### src/rtl/coin_credit_accumulator.sv
// coin_credit_accumulator: coin credit front end of the vending controller
// Ports:
//   i_CLK, i_RESET (async, active-high)
//   i_NICKEL, i_DIME, i_QUARTER  coin pulses (5/10/25 cents)
//   i_SELECT, i_CANCEL           button pulses
//   i_VEND_DONE                  dispense-complete pulse from downstream FSM
//   o_CREDIT                     current credit in cents
//   o_ENOUGH                     credit covers PRICE while collecting
//   o_VEND_REQ                   held vend request (VEND_WAIT)
//   o_CHANGE_NICKEL              one nickel returned per high cycle (CHANGE)
//   o_COIN_REJECT                one-cycle pulse for a coin that was not credited
//   o_BUSY                       VEND_WAIT or CHANGE
module coin_credit_accumulator #(
    parameter int PRICE      = 75,
    parameter int MAX_CREDIT = 200,
    parameter int CREDIT_W   = 8
) (
    input  logic                i_CLK,
    input  logic                i_RESET,
    input  logic                i_NICKEL,
    input  logic                i_DIME,
    input  logic                i_QUARTER,
    input  logic                i_SELECT,
    input  logic                i_CANCEL,
    input  logic                i_VEND_DONE,
    output logic [CREDIT_W-1:0] o_CREDIT,
    output logic                o_ENOUGH,
    output logic                o_VEND_REQ,
    output logic                o_CHANGE_NICKEL,
    output logic                o_COIN_REJECT,
    output logic                o_BUSY
);
    localparam int W1 = CREDIT_W + 1;
    localparam logic [W1-1:0]       MAX_C    = W1'(MAX_CREDIT);
    localparam logic [CREDIT_W-1:0] PRICE_C  = CREDIT_W'(PRICE);
    localparam logic [CREDIT_W-1:0] NICKEL_C = CREDIT_W'(5);

    typedef enum logic [1:0] {IDLE, COLLECT, VEND_WAIT, CHANGE} state_t;

    state_t              state_q, state_d;
    logic [CREDIT_W-1:0] credit_q, credit_d;
    logic                reject_q, reject_d;
    logic                any_coin, multi_coin, open, accept;
    logic [W1-1:0]       coin_val, sum;

    always_comb begin
        any_coin   = i_NICKEL | i_DIME | i_QUARTER;
        multi_coin = (i_NICKEL & i_DIME) | (i_NICKEL & i_QUARTER) | (i_DIME & i_QUARTER);
        coin_val   = i_QUARTER ? W1'(25) : i_DIME ? W1'(10) : W1'(5);
        // one extra bit so an overflowing sum is caught before truncation
        sum        = {1'b0, credit_q} + coin_val;
        open       = (state_q == IDLE) || (state_q == COLLECT);
        accept     = any_coin && !multi_coin && open && !i_SELECT && !i_CANCEL && (sum <= MAX_C);
        reject_d   = any_coin && !accept;
        state_d    = state_q;
        credit_d   = credit_q;
        case (state_q)
            IDLE: begin
                if (accept) begin
                    state_d  = COLLECT;
                    credit_d = sum[CREDIT_W-1:0];
                end
            end
            COLLECT: begin
                if (i_CANCEL) begin
                    state_d = CHANGE;
                end else if (i_SELECT && credit_q >= PRICE_C) begin
                    state_d  = VEND_WAIT;
                    credit_d = credit_q - PRICE_C;
                end else if (accept) begin
                    credit_d = sum[CREDIT_W-1:0];
                end
            end
            VEND_WAIT: begin
                if (i_VEND_DONE) state_d = (credit_q != '0) ? CHANGE : IDLE;
            end
            CHANGE: begin
                // last nickel leaves on the edge where credit reaches zero
                credit_d = (credit_q > NICKEL_C) ? credit_q - NICKEL_C : '0;
                state_d  = (credit_q > NICKEL_C) ? CHANGE : IDLE;
            end
            default: state_d = IDLE;
        endcase
    end

    always_ff @(posedge i_CLK or posedge i_RESET) begin
        if (i_RESET) begin
            state_q  <= IDLE;
            credit_q <= '0;
            reject_q <= 1'b0;
        end else begin
            state_q  <= state_d;
            credit_q <= credit_d;
            reject_q <= reject_d;
        end
    end

    assign o_CREDIT        = credit_q;
    assign o_ENOUGH        = (state_q == COLLECT) && (credit_q >= PRICE_C);
    assign o_VEND_REQ      = (state_q == VEND_WAIT);
    assign o_CHANGE_NICKEL = (state_q == CHANGE);
    assign o_COIN_REJECT   = reject_q;
    assign o_BUSY          = (state_q == VEND_WAIT) || (state_q == CHANGE);
endmodule
### config.mk
export PLATFORM = sky130hd
export DESIGN_NAME = coin_credit_accumulator
export DESIGN_NICKNAME = d
export VERILOG_FILES = /design/src/rtl/coin_credit_accumulator.sv
export SDC_FILE = /design/constraint.sdc
export NUM_CORES = 1
export LEC_CHECK = 0
export ABC_AREA = 0
export CAP_MARGIN = 25
export CORE_MARGIN = 10
export CORE_UTILIZATION = 50
export DETAILED_ROUTE_END_ITERATION = 7
export PLACE_DENSITY_LB_ADDON = 0.1
export SYNTH_ARGS = -nofsm -noshare
export SYNTH_HDL_FRONTEND = slang
export SYNTH_SLANG_ARGS = --single-unit
### constraint.sdc
create_clock -name i_CLK -period 2.36 [get_ports i_CLK]
set_input_delay 0.472 -clock i_CLK [delete_from_list [all_inputs] [get_ports i_CLK]]
set_output_delay 0.472 -clock i_CLK [all_outputs]
set_load 0.02 [all_outputs]
# == Yosys cells after proc, flatten, opt, wreduce, memory -nomap -nowiden ==
# Cells that the tools add are included.
# word_totals
in_bits,8
reg_bits,11
output_inout_bits,13
# classes
mux,14
reduce_logical,19
order_cmp,3
n_bitwise,7
add_sub_neg,3
eq_ne,7
# ops
cell,n
8-bit two-way mux,4
8-bit case mux with 3 select lines,1
2-bit two-way mux,6
8-bit by 5-bit adder with 9-bit output,1
9-bit by 8-bit less-or-equal comparator with 1-bit output (second input constant),1
8-bit by 7-bit greater-or-equal comparator with 1-bit output (second input constant),1
8-bit by 3-bit greater-than comparator with 1-bit output (second input constant),1
1-bit logical AND,8
2-bit case mux with 4 select lines,1
8-bit nonzero test,1
8-bit by 3-bit subtractor with 8-bit output (second input constant),1
8-bit by 7-bit subtractor with 8-bit output (second input constant),1
2-bit inequality test (second input constant),3
5-bit two-way mux,1
2-bit equality test (second input constant),2
1-bit zero test,4
4-bit two-way mux,1
1-bit OR,4
1-bit bitwise AND,3
3-bit by 2-bit inequality test with 1-bit output (second input constant),1
3-bit AND reduction,1
3-bit nonzero test,1
2-bit by 1-bit equality test with 1-bit output (second input constant),1
2-bit zero test,1
2 further kinds,3

# == Depth between registers and ports, before layout ==
# Gate-level depths: netlist of run 1.
# logic_depth
depth_word,13
mapped_depth,11
depth_no_buf,10

# == Worst setup path before layout of run 1 ==
# Ideal clock, no wire load.
# synth_timing
kind,input to register
startpoint,input i_QUARTER
endpoint,register credit_q[0] (netlist: o_CREDIT[0])
arrival_time_ps,2395
path_stages,11
setup_time_ps,80
n_path_buf,1
setup_slack_ps,-115
cell_sequence,nand2b_1 -> ha_1 -> inv_1 -> fa_1 -> nand2b_1 -> a21oi_1 -> nor3_1 -> a211o_1 -> buf_6 -> o21a_4 -> o211ai_2
# synth_via
elab_chain_cells,13
# synth_rtl
item,line_no,rtl
start: declaration,22,"input logic i_QUARTER,"
branches (longest 9 deep; another with 8-bit by 5-bit adder with 9-bit output),--,
8-bit two-way mux *,"59, 70",
8-bit two-way mux,67,end else if (i_SELECT && credit_q >= PRICE_C) begin
8-bit two-way mux,65,if (i_CANCEL) begin
8-bit case mux with 3 select lines *,57,case (state_q)
end signal: assignment,93,credit_q <= credit_d;
end: declaration,41,"logic [CREDIT_W-1:0] credit_q, credit_d;"
# Mark *: on every way between the ends. The select of a mux whose other input is x is not followed.
# A chain may end at the register's enable or synchronous reset.

# == Worst setup path in the final report of run 1 ==
# layout_timing
startpoint,input i_DIME
endpoint,register state_q[0]
# layout_via
elab_chain_cells,11
# layout_rtl
item,line_no,rtl
start: declaration,21,"input logic i_DIME,"
branches (longest 8 deep; another with 8-bit by 5-bit adder with 9-bit output),--,
1-bit logical AND *,53,accept = any_coin && !multi_coin && open && !i_SELECT && !i_CANCEL && (sum <= MAX_C);
2-bit inequality test (no line) *,--,
3-bit AND reduction (no line) *,--,
end signal: assignment,92,state_q <= state_d;
end: declaration,40,"state_t state_q, state_d;"
# Mark *: on every way between the ends.

==> results by stage, run 1 <==
Yosys:
- After synthesis, the largest area contributor takes up 18.39% of total cell area.
- Yosys mapped the design onto 58 distinct sky130hd cell types.
- Yosys attributes the largest share of cell area to dfrtp_1, ha_1, o21ai_0.
- The cell taking the most area after synthesis is dfrtp_1.
- Sorting the synthesized cells by how often they occur yields nor2_1, nand2_1, o21ai_0.
- The flop and latch count out of synthesis is 11.
- In this run, synthesis inferred 0 flip-flops with an integrated enable.
- The synthesized netlist occupies a cell area of 1496 sq um.
- The portion of the post-synthesis area used by sequential elements is 18.39%.
- The share of async-settable or async-resettable flops after synthesis is 100.0%.
- The number of nets in the synthesized netlist is 210.
- The cell count after synthesis came out at 192.
- A synthesized cell averages 7.794 sq um.
- The most used flip-flop cell after synthesis is dfrtp_1.
- The count of synthesis-stage warnings from yosys is 0.
- The most repeated cell in the gate-level netlist after synthesis is nor2_1.

Critical path:
- In this design, the stage delay of the slowest critical-path cell is 0.40 ns.
- The category of the worst setup path capture point is a flop.
- The endpoint identified for the worst register-to-register timing path is state_q[0].
- The required time of the critical path is 2.53 ns.
- Tracing the worst setup path back leads to its startpoint at i_DIME.
- The cell family contributing the most delay on the critical path is compound AO/OA/AOI/OAI gates.
- The origin of the critical flop-to-flop path is o_CREDIT[4].
- The worst setup path is launched from an input port.
- The highest fanout seen on the critical path is 5.
- At the worst endpoint, the arrival time is 2.50 ns.
- The largest individual stage delay along the critical path comes from the cell a221oi_4.
- The signal on the critical path passes through buf_2 -> or2_4 -> ha_4 -> nand2_1 -> nor3_4 -> o21ai_1 -> a221oi_4 -> o21ai_2 -> a222oi_1.
- The critical path class is input port to flop.
- The worst register-to-register path has a setup slack of 0.05 ns.
- The number of buffer and inverter stages on the critical path is 1.
- The number of cells on the worst reg-to-reg path is 7.

Power and ir drop:
- The worst supply voltage drop on vdd is 1.106 mV.
- The internal power of the cells is 0.001656 W.
- The leakage power is 0.9358 nW.
- The switching power of the nets is 0.001742 W.
- The power consumption is 0.003398 W.
- The part of the total power dissipated in the clock network is 4.1%.
- The share of total power consumed by net switching is 51.26%.
- The power per cell area is 1570 nW/um^2.
- Per report_power, the sequential group accounts for 12.6% of the total.
- In this run, the combinational gates consume 83.3% of the power.

Routing:
- Dividing the detail-routed wire length by the instance count gives 19.01 um.
- The average vias per placed instance is 6.680.
- The detailed-router iteration count before antenna repair is 5.
- The DRC violations left is 0.
- In this run the remaining antenna-violating nets after routing total 0.
- The total wire length after detailed routing is 5.285 mm.
- The count of vias placed by the detailed router is 1857.
- The DRC marker count from the first detailed-route iteration is 222.

Die:
- The standard-cell row count is 19.
- 21 I/O pins were placed.
- The die covers 5581 sq um.
- The horizontal extent of the die is 74.71 um.
- Once the floorplan was initialized, standard cells occupied 53.35% of the core.
- The die height is 74.71 um.
- The core area is 2805 sq um.

STA:
- The worst clock skew on the final layout is 0.003281 ns.
- The final number of setup-violating endpoints is 0.
- The worst-case hold slack is 0.5007 ns.
- The time the final worst path needs with I/O delays and setup is 2.335 ns.
- Headroom to the max-slew limit came out at 60.10%.
- The number of max-slew violations in the final report is 0.
- Setup repair after global routing could not meet its margin everywhere.
- Timing would allow up to 428.2 MHz.
- At the pin with the least slew margin, the transition time is 0.5985 ns.
- Dividing the final minimum period by the clock period gives 98.95%.
- The final count of hold timing violations is 0.

GRT:
- The overall fraction of global-route tracks in use is 18.31%.
- The global-route congestion overflow total is 0.
- The global-route wire length before repair is 8.114 mm.
- Entering global routing, the biggest net connects 12 pins.
- The number of global-route vias before repair was 1638.
- The initial antenna violation count is 0.

Clocking:
- In this run the number of H-tree levels came out at 1.
- Clock tree synthesis selected as its root buffer the cell clkbuf_4.
- Clock tree synthesis found a total of 11 sinks.
- The longest clock path from root to sink contains 2 buffers.
- TritonCTS built the clock tree.
- The total of hold buffers inserted after clock tree synthesis is 0.
- TritonCTS created 3 clock buffers.
- The clock-pin slew on the worst setup and hold paths is 0.08 ns.
- The later pin in the worst-skew pair is clocked with a latency of 0.28 ns.

Final layout:
- The area of all sequential standard cells is 277.8 sq um.
- The diode insertion count for antenna repair is 0.
- In the final layout, the share of cells above drive strength 1 is 36.84%.
- The area growth from synthesis to layout is 44.65%.
- The multi-input combinational cells in the finished layout cover a total of 1301 sq um.
- The final layout net count is 266.
- The filler cells instantiated in the layout total 200.

Placement:
- The half-perimeter wire length after placement is 3.869 mm.
- The global placement routability congestion is 0.9695.
- The count of input and output buffers is 20.

Worst hold path:
- In this run the worst hold path is classified as input port to async pin.

Flow run:
- The max-cap check violation count is 0.

Run status:
- The run finished with clean final reports.
[cells by family (layout without fill, tap and decap cells)]
logic type	Yosys count	after routing	synth area share (%)
buffers and inverters	18	72	5.351
AOI/OAI and AO/OA	74	75	38.88
adders and majority gates	10	10	8.863
muxes	1	1	0.6689
DFF	11	11	18.39
xor gates and xnor gates	4	4	2.341
and+or+nand+nor	74	74	25.50
[power groups by stage]
stage | Sequential (W) | Clock [W] | Combinational, W
2_1_floorplan | 0.000442 | 0 | 0.00153
6_report | 0.000427 | 0.000139 | 0.00283
3_3_place_gp | 0.000410 | 0 | 0.00236
3_5_place_dp | 0.000413 | 0 | 0.00244
5_1_grt | 0.000441 | 0.000153 | 0.00302
4_1_cts | 0.000421 | 0.000137 | 0.00259
[metal layers]
| layer | global-route usage, % | up-vias | part of all wire (%) |
|---|---|---|---|
| met4 | 4.832 | 0 | 2.6 |
| met3 | 5.256 | 19 | 12 |
| met1 | 23.75 | 874 | 39 |
| met5 | 0 | - | 0 |
| met2 | 29.01 | 127 | 47 |
| li1 | - | 837 | - |
[worst max path at each step]
stage | depth (start not counted) | slack (ns) | endpoint
after detailed placement | 10 | -0.78 | state_q[0]
final | 9 | 0.02 | state_q[0]
after floorplan | 11 | 0.005 | o_CREDIT[5]
after global routing | 9 | -0.04 | o_CREDIT[0]
after CTS | 12 | 0.004 | state_q[0]
after global placement | 10 | -0.71 | state_q[0]
[per-stage QoR]
step | TNS (ns) | cell area (sq um) | std cells | utilization (%) | worst slack (ns)
4_1_cts | 0 | 2081 | 276 | 74.17 | 0.004278
5_1_grt | -0.1960 | 2165 | 278 | 77.16 | -0.04424
2_1_floorplan | 0 | 1533 | 192 | - | 0.005208
3_5_place_dp | -7.436 | 1966 | 266 | 70.07 | -0.7835
3_3_place_gp | -6.788 | 1966 | 266 | 70.07 | -0.7064
6_report | 0 | 2165 | 278 | 77.16 | 0.02488
[flip-flops by register name, indices dropped and copies added, names as in the netlist]
name / flops
state_q: 2
o_CREDIT: 8
o_COIN_REJECT: 1
[area by class of cell]
cell class              count  share of cell area (%)
flip-flops and latches     11                   12.83
inverters                   9                   1.676
multi-input cells         164                   60.12
repair buffers             59                   22.37
clock buffers               4                   1.214
well taps                  31                   1.792
[placed cells by master, fill, tap and decap left out, types with 5 or more instances in the layout]
| master | instances |
|---|---|
| nand3_1 | 6 |
| buf_4 | 40 |
| inv_1 | 7 |
| o211ai_2 | 6 |
| ha_1 | 5 |
| clkdlybuf4s50_1 | 17 |
| o21ai_0 | 11 |
| nor3_1 | 5 |
| nor2_1 | 19 |
| a21oi_1 | 9 |
| nand2_1 | 16 |
| dfrtp_1 | 9 |
[worst register-to-register path, cell delays in order (launching register included)]
cell,delay [ns]
dfrtp_1,0.39
ha_1,0.37
a21oi_4,0.19
nand2_2,0.09
or3_4,0.38
a221oi_4,0.38
o21ai_2,0.13
a222oi_1,0.28
[timing repair]
action | in CTS | in global routing
cloned | 1 | 0
endpoints found under the setup margin | 11 | 11
pin swaps | 9 | 18
gates resized for setup | 21 | 19
hold endpoints to repair | 0 | 0
setup buffers | 5 | 3
Note: power is estimated with default switching activity, not from simulation.
==> run 2, diff against run 1 <==
SLEW_MARGIN = 5   (was not set)
==> results of run 2 <==
Same layout as run 1: the final DEF is identical, and so are final timing and power.
